<file path="src/rtl/if_fetch_unit.sv">
// rtl/if_fetch_unit.sv - instruction fetch stage: fetch PC, single outstanding ibus request, IF/ID register
module if_fetch_unit #(
   parameter logic [63:0] PC_INIT = 64'h0000_0000_8000_0000
) (
   input  logic         clk,
   input  logic         reset,
   output logic [64:0]  ireq,
   input  logic [33:0]  iresp,
   input  logic         stall,
   input  logic         redirect_valid,
   input  logic [63:0]  redirect_pc,
   output logic [224:0] if_id
);

   typedef enum logic [1:0] {
      FETCH   = 2'd0,
      DISCARD = 2'd1,
      HOLD    = 2'd2
   } state_t;

   state_t      state;
   state_t      state_next;
   logic [63:0] pc;
   logic [63:0] pend_pc;
   logic        data_ok;
   logic [31:0] instr;
   logic [63:0] redir_aligned;
   logic [63:0] pc_plus4;
   logic        req_valid;
   logic        unused_bits;

   assign data_ok       = iresp[32];
   assign instr         = iresp[31:0];
   assign redir_aligned = {redirect_pc[63:2], 2'b00};
   assign pc_plus4      = pc + 64'd4;
   assign unused_bits   = ^{iresp[33], redirect_pc[1:0]};

   always_ff @(posedge clk) begin
      if (reset) begin
         state <= FETCH;
      end else begin
         state <= state_next;
      end
   end

   always_comb begin
      state_next = state;
      case (state)
         FETCH: begin
            if (data_ok && !redirect_valid) begin
               state_next = HOLD;
            end else if (!data_ok && redirect_valid) begin
               state_next = DISCARD;
            end
         end
         DISCARD: begin
            if (data_ok) begin
               state_next = FETCH;
            end
         end
         HOLD: begin
            if (redirect_valid || !stall) begin
               state_next = FETCH;
            end
         end
         default: state_next = FETCH;
      endcase
   end

   always_comb begin
      req_valid = (state != HOLD);
      ireq      = {req_valid, pc};
   end

   // The request address only moves when the outstanding request completes, or from HOLD.
   always_ff @(posedge clk) begin
      if (reset) begin
         pc      <= PC_INIT;
         pend_pc <= '0;
         if_id   <= '0;
      end else begin
         case (state)
            FETCH: begin
               if (data_ok && !redirect_valid) begin
                  if_id <= {1'b1, pc_plus4, pc, instr, pc};
               end else if (data_ok) begin
                  pc <= redir_aligned;
               end else if (redirect_valid) begin
                  pend_pc <= redir_aligned;
               end
            end
            DISCARD: begin
               if (redirect_valid) begin
                  pend_pc <= redir_aligned;
               end
               if (data_ok) begin
                  pc <= redirect_valid ? redir_aligned : pend_pc;
               end
            end
            HOLD: begin
               if (redirect_valid) begin
                  if_id[224] <= 1'b0;
                  pc         <= redir_aligned;
               end else if (!stall) begin
                  if_id[224] <= 1'b0;
                  pc         <= pc_plus4;
               end
            end
            default: ;
         endcase
      end
   end

endmodule

</file>
<file path="config.mk">
export PLATFORM = sky130hd
export DESIGN_NAME = if_fetch_unit
export DESIGN_NICKNAME = d
export VERILOG_FILES = /design/src/rtl/if_fetch_unit.sv
export SDC_FILE = /design/constraint.sdc
export NUM_CORES = 1
export LEC_CHECK = 0
export BUFFER_PORTS_ARGS = -buffer_cell sky130_fd_sc_hd__buf_2
export CORE_MARGIN = 2
export CORE_UTILIZATION = 48
export CTS_CLUSTER_SIZE = 25
export DETAILED_ROUTE_END_ITERATION = 16
export GPL_TIMING_DRIVEN = 0
export PLACE_DENSITY = 0.85
export SLEW_MARGIN = 20
export SYNTH_ARGS = -nofsm -noshare
export SYNTH_HDL_FRONTEND = slang
export SYNTH_SLANG_ARGS = --single-unit
</file>
<file path="constraint.sdc">
create_clock -name clk -period 2.5 [get_ports clk]
set_input_delay 0.25 -clock clk [delete_from_list [all_inputs] [get_ports clk]]
set_output_delay 0.25 -clock clk [all_outputs]
set_load 0.02 [all_outputs]
</file>
[Word-level counts from Yosys, hierarchy flattened]
Cells that the tools add are included.
W data, S select, Z words.
Storage, ports and cells
  input bits: 102
  register bits: 355
  word-level logic and storage cells: 51
Operators by class
  add/subtract/negate cells: 1
  reduce and logical (&&, ||, !) cells: 15
  equal/unequal tests: 11
  mux-type cells: 19
Operators with widths (number)
  $mux W64: 8
  $mux W225: 1
  $pmux W64 S3: 1
  $pmux W64 S2: 1
  $add A64 B3 Y64 const B: 1
  $ne A2 B2 Y1 const B: 7
  $reduce_and A3 Y1: 3
  $mux W2: 4
  $ne A3 B3 Y1 const B: 2
  $pmux W2 S3: 1
  $reduce_and A5 Y1: 1
  $reduce_bool A2 Y1: 2
  $logic_not A1 Y1: 3
  $reduce_bool A3 Y1: 1
  $eq A2 B1 Y1 const B: 1
  $eq A2 B2 Y1 const B: 1
  $logic_and A1 B1 Y1: 2
  $logic_not A2 Y1: 1
  $mux W1: 2
  $pmux W1 S2: 1
  $reduce_and A2 Y1: 1
  $logic_or A1 B1 Y1: 1

[Logic depth before layout (Yosys ltp)]
  depth after elaboration: 5
  mapped depth: 12

[Worst setup path before layout]
OpenSTA, ideal clock, no wires.
  kind: register to register
  start: register pc[5]
  end: register pc[55]
  cell stages (with the launch flop): 9
  path buffers: 2
  data arrival time: 2545 ps
  path slack: -110 ps
  required time: 2435 ps
  library setup time: 65 ps
  cell sequence: dfxtp_1 buf_2 nand4_2 or4_1 buf_2 or4_4 xor2_1 o32a_1 nor2_1
Between the ends
  word-level cells in the longest chain between the ends: 4
RTL lines
  start, declared: line 23  | logic [63:0] pc;
  start signal, assigned: line 87  | pc <= redir_aligned;
  start signal, assigned: line 97  | pc <= redirect_valid ? redir_aligned : pend_pc;
  start signal, assigned: line 103  | pc <= redir_aligned;
  $add A64 B3 Y64: line 35  | assign pc_plus4 = pc + 64'd4;
  $mux W64: line 104  | end else if (!stall) begin
  $mux W64: line 101  | if (redirect_valid) begin
  $pmux W64 S3: line 82  | case (state)
No other way between the ends. The select of a mux whose other input is x is not followed.
A chain may end at the register's enable or synchronous reset.

[Worst setup path after layout]
  start: register pc[22]
  end: register pc[32]
Same word-level chain as after synthesis.

==> impl_table.tex <==
\begin{tabular}{lr}
\hline
Metric & Value \\
\hline
\multicolumn{2}{l}{\textbf{Outcome}} \\
Outcome & complete, but fails checks \\
Failing checks & negative setup slack \\
\multicolumn{2}{l}{\textbf{Final layout}} \\
Layout net count & around 2500 \\
Area of combinational cells with multiple inputs & 7386 sq um \\
Seq. cell area & 5892 sq um \\
Fill cell count & around 2100 \\
Core utilization of the finished layout & between 70\% and 80\% \\
Growth of design area from synthesis to finish & 44.13\% \\
Share of cells above drive strength 1 & 33.44\% \\
\multicolumn{2}{l}{\textbf{Logic synthesis}} \\
Area fraction of the dominant cell type after synthesis & roughly 42\% \\
Number of warning messages in the yosys log & 0 \\
Gate count after technology mapping & approximately 1800 \\
Sequential fraction of the synthesis area & roughly 42\% \\
Synth area leaders & dfxtp\_1 42\%, nand2\_1 10\%, a21oi\_1 6.9\% \\
Distinct cell type count of the synthesized netlist & between 50 and 60 \\
Syn Area/Cell & 7.667 sq um \\
Leading area contributor after synthesis & dfxtp\_1 \\
Most common flop cell mapped by yosys & dfxtp\_1 \\
Post-synth EDFFs & 0 \\
Post-Synthesis Net Count & 1903 \\
Share of synthesized flip-flops with an asynchronous set or reset & 0\% \\
Post-synthesis register bit count & roughly 290 \\
Post-Syn Area & roughly 14000 sq um \\
\multicolumn{2}{l}{\textbf{Setup path}} \\
CP Capture Point & pc[32]\$\_SDFFE\_PP0P\_ \\
Worst reg2reg path depth & 10 \\
Critical R2R Launch & pc[22]\$\_SDFFE\_PP0P\_ \\
Critical path class & register to register \\
Endpoint required time on the critical path & about 3.0 ns \\
Setup crit start & pc[22]\$\_SDFFE\_PP0P\_ \\
Critical-path maximum fanout & 8 \\
Arrival time of the worst setup path & around 3.2 ns \\
Type of destination of the critical path & register \\
R2R Path End & pc[32]\$\_SDFFE\_PP0P\_ \\
Critical path launch point type & register \\
Setup slack, reg-to-reg & -0.19 ns \\
\multicolumn{2}{l}{\textbf{Floorplanning}} \\
Die height & between 150 and 200 um \\
Area of the die & between 30000 and 40000 sq um \\
Die width & $\sim$170 um \\
Starting Density & 49.13\% \\
Number of ports placed on the die boundary & 392 \\
Std-Cell Rows & 61 \\
Placeable core region & $\sim$28000 sq um \\
\multicolumn{2}{l}{\textbf{CTS}} \\
Root Buffer Master & clkbuf\_16 \\
Clk\_lat worst skew & slightly below 0.6 ns \\
Clock tree from TritonCTS & yes \\
Clock net sink count & 289 \\
Clock Tree Buf Depth & 3 \\
Clk slew on worst S/H paths & 0.06 ns \\
Total number of H-tree levels & 1 \\
Total clock buffers created by CTS & 31 \\
\multicolumn{2}{l}{\textbf{Timing}} \\
Final period util & 107.7\% \\
Shortest period the worst path allows & around 2.7 ns \\
Fin Clk Skew & between 0.02 and 0.03 ns \\
Transition time at the pin with the least slew margin & 1.100 ns \\
Highest clock rate & $\sim$0.37 GHz \\
Final number of setup-violating endpoints & 61 \\
Post-route worst setup slack & -0.1919 ns \\
Final number of max-transition violations & 0 \\
Unrepaired setup endpoints after global routing & true \\
Final hold violation count & 0 \\
Headroom to the max-slew limit & a little over a quarter \\
\multicolumn{2}{l}{\textbf{Pwr}} \\
Leakage & about 8.7 nW \\
Cell Pwr Density & between 600 and 700 nW/um\^{}2 \\
IR Drop Worst-Case VDD & between 0.6 and 0.7 mV \\
\multicolumn{2}{l}{\textbf{Global route}} \\
Global-route wire length before repair & $\sim$90000 um \\
Most crowded layer after global routing & met2 \\
Met1 layer usage reported by global route & between 50 and 60\% \\
Global route total overflow & 0 \\
Met3 global-route usage & between 10 and 15\% \\
Total Routing Usage GR & 39.56\% \\
Largest net degree at the start of global routing & 16 \\
Met2 Resource Use GR & about 63\% \\
Initial antenna violation count & 2 \\
Number of global-route vias before repair & $\sim$15000 \\
\multicolumn{2}{l}{\textbf{Routing}} \\
Starting DRC count in detailed routing & about 2500 \\
Drt pass-1 iters & 8 \\
Total via count in the routed design & between 15000 and 20000 \\
Antenna Violating Nets Remaining & 0 \\
Remaining DRCs & 0 \\
Total routed wirelength & about 66000 um \\
Average vias per placed instance & about 6.1 \\
DR WL/cell & about 24 um \\
\multicolumn{2}{l}{\textbf{Min path}} \\
Worst hold start & iresp[4] \\
Worst hold-check path type & input pin to register \\
\multicolumn{2}{l}{\textbf{Placed design}} \\
Final HPWL DP & 46560 um \\
Count of input and output buffers & $\sim$390 \\
Pre-CTS setup slack & -1.115 ns \\
Gp weighted congestion & 1.002 \\
\multicolumn{2}{l}{\textbf{Run}} \\
Number of maximum-capacitance constraint violations & 0 \\
\hline
\end{tabular}
## worst min-delay path by stage
stage                                    end  slack [ns]  depth (start not counted)
floorplan           pend_pc[10]$_SDFFE_PP0P_        0.39                          2
global placement      if_id[77]$_SDFFE_PP0P_        0.44                          2
detailed placement    if_id[76]$_SDFFE_PP0P_        0.44                          2
CTS                   if_id[70]$_SDFFE_PP0P_        0.01                          3
global route          if_id[70]$_SDFFE_PP0P_        0.01                          3
finish                if_id[68]$_SDFFE_PP0P_        0.01                          3
## power breakdown
| part | total, mW | internal (mW) | switching (mW) | leakage (nW) |
|---|---|---|---|---|
| Combinational | 3.71 | 1.32 | 2.39 | 5.79 |
| Clock | 4.62 | 2.69 | 1.93 | 0.492 |
| Sequential | 5.55 | 5.02 | 0.532 | 2.38 |
| Total | 13.9 | 9.03 | 4.85 | 8.67 |
## cells by family after synthesis
| kind of cell | share of synthesized area, % |
|---|---|
| XOR/XNOR | 3.628 |
| flip-flops | 42.04 |
| adder cells (fa/ha/maj) | 0.5455 |
| buffers and inverters | 8.974 |
| AND/OR/NAND/NOR | 23.75 |
| AO/OA/AOI/OAI | 20.77 |
| multiplexers | 0.2909 |
## layout make-up
cell class / count / area share [%]
antenna: 3 / 0.03785
buffer: 214 / 6.781
clock buffer: 44 / 4.359
clock inverter: 10 / 0.6497
inverter: 18 / 0.3406
multi-input combinational: 1253 / 37.24
sequential: 289 / 29.70
tap: 378 / 2.384
timing repair buffer: 582 / 18.51
## stage by stage
step	total power, mW	hold WS, ns	cells	TNS [ns]	area [sq um]
6_report	13.88	0.01041	2791	-3.908	19840
5_1_grt	14.21	0.009824	2789	-4.781	19830
4_1_cts	13.47	0.01075	2732	-0.05782	18980
3_5_place_dp	8.626	0.4437	2559	-124.01	16240
3_3_place_gp	8.590	0.4395	2559	-121.83	16220
2_1_floorplan	7.276	0.3860	1795	0	13810
## cell usage in the layout, fill, tap and decap left out, drive strengths merged, types with 31 or more instances in the layout
master / Yosys / routed
buf: 93 / 585
nand2: 376 / 376
dfxtp: 289 / 289
a21oi: 190 / 190
clkbuf: 142 / 166
nor2: 160 / 160
dlygate4sd3: 0 / 89
o21ai: 74 / 74
a211oi: 56 / 56
xnor2: 36 / 36
nor3: 36 / 36
nand4: 31 / 31
## worst max-delay path, stage by stage (launching register included)
cell     delay, ns
dfxtp_2       0.38
buf_6         0.14
and4_1        0.22
buf_6         0.15
nand4_1       0.33
buf_6         0.27
buf_4         0.13
nor4_2        0.26
xnor2_2       0.24
o32a_1        0.39
nor2_1        0.08
## state kept, by name, summed over array words and instances (netlist names)
signal and flops:
if_id 159, pc 64, pend_pc 64, state 2
## cell usage after synthesis, types with 19 or more instances
master / instances
nand4_1: 30
nor4_1: 23
a211oi_1: 56
dfxtp_1: 289
o21ai_0: 74
nand2_1: 376
nand3_1: 28
clkbuf_1: 142
a21oi_1: 190
and3_1: 19
xnor2_1: 36
nor2_1: 157
xor2_1: 21
nor3_1: 36
buf_4: 70
a221o_1: 20
## per-layer routing
layer / routed length, um / share of wire, %
met1: 23960 / 36
met2: 29680 / 45
met3: 9398 / 14
met4: 3272 / 4.9
met5: 0 / 0
## repair_timing
action / CTS / global route
pin swaps: 21 / 43
hold endpoints to repair: 90 / 0
endpoints found under the setup margin: 156 / 185
gates resized for setup: 168 / 118
cloned: 0 / 3
hold buffers: 89 / 0
buffers inserted: 47 / 57
(Power assumes the default switching activity.)
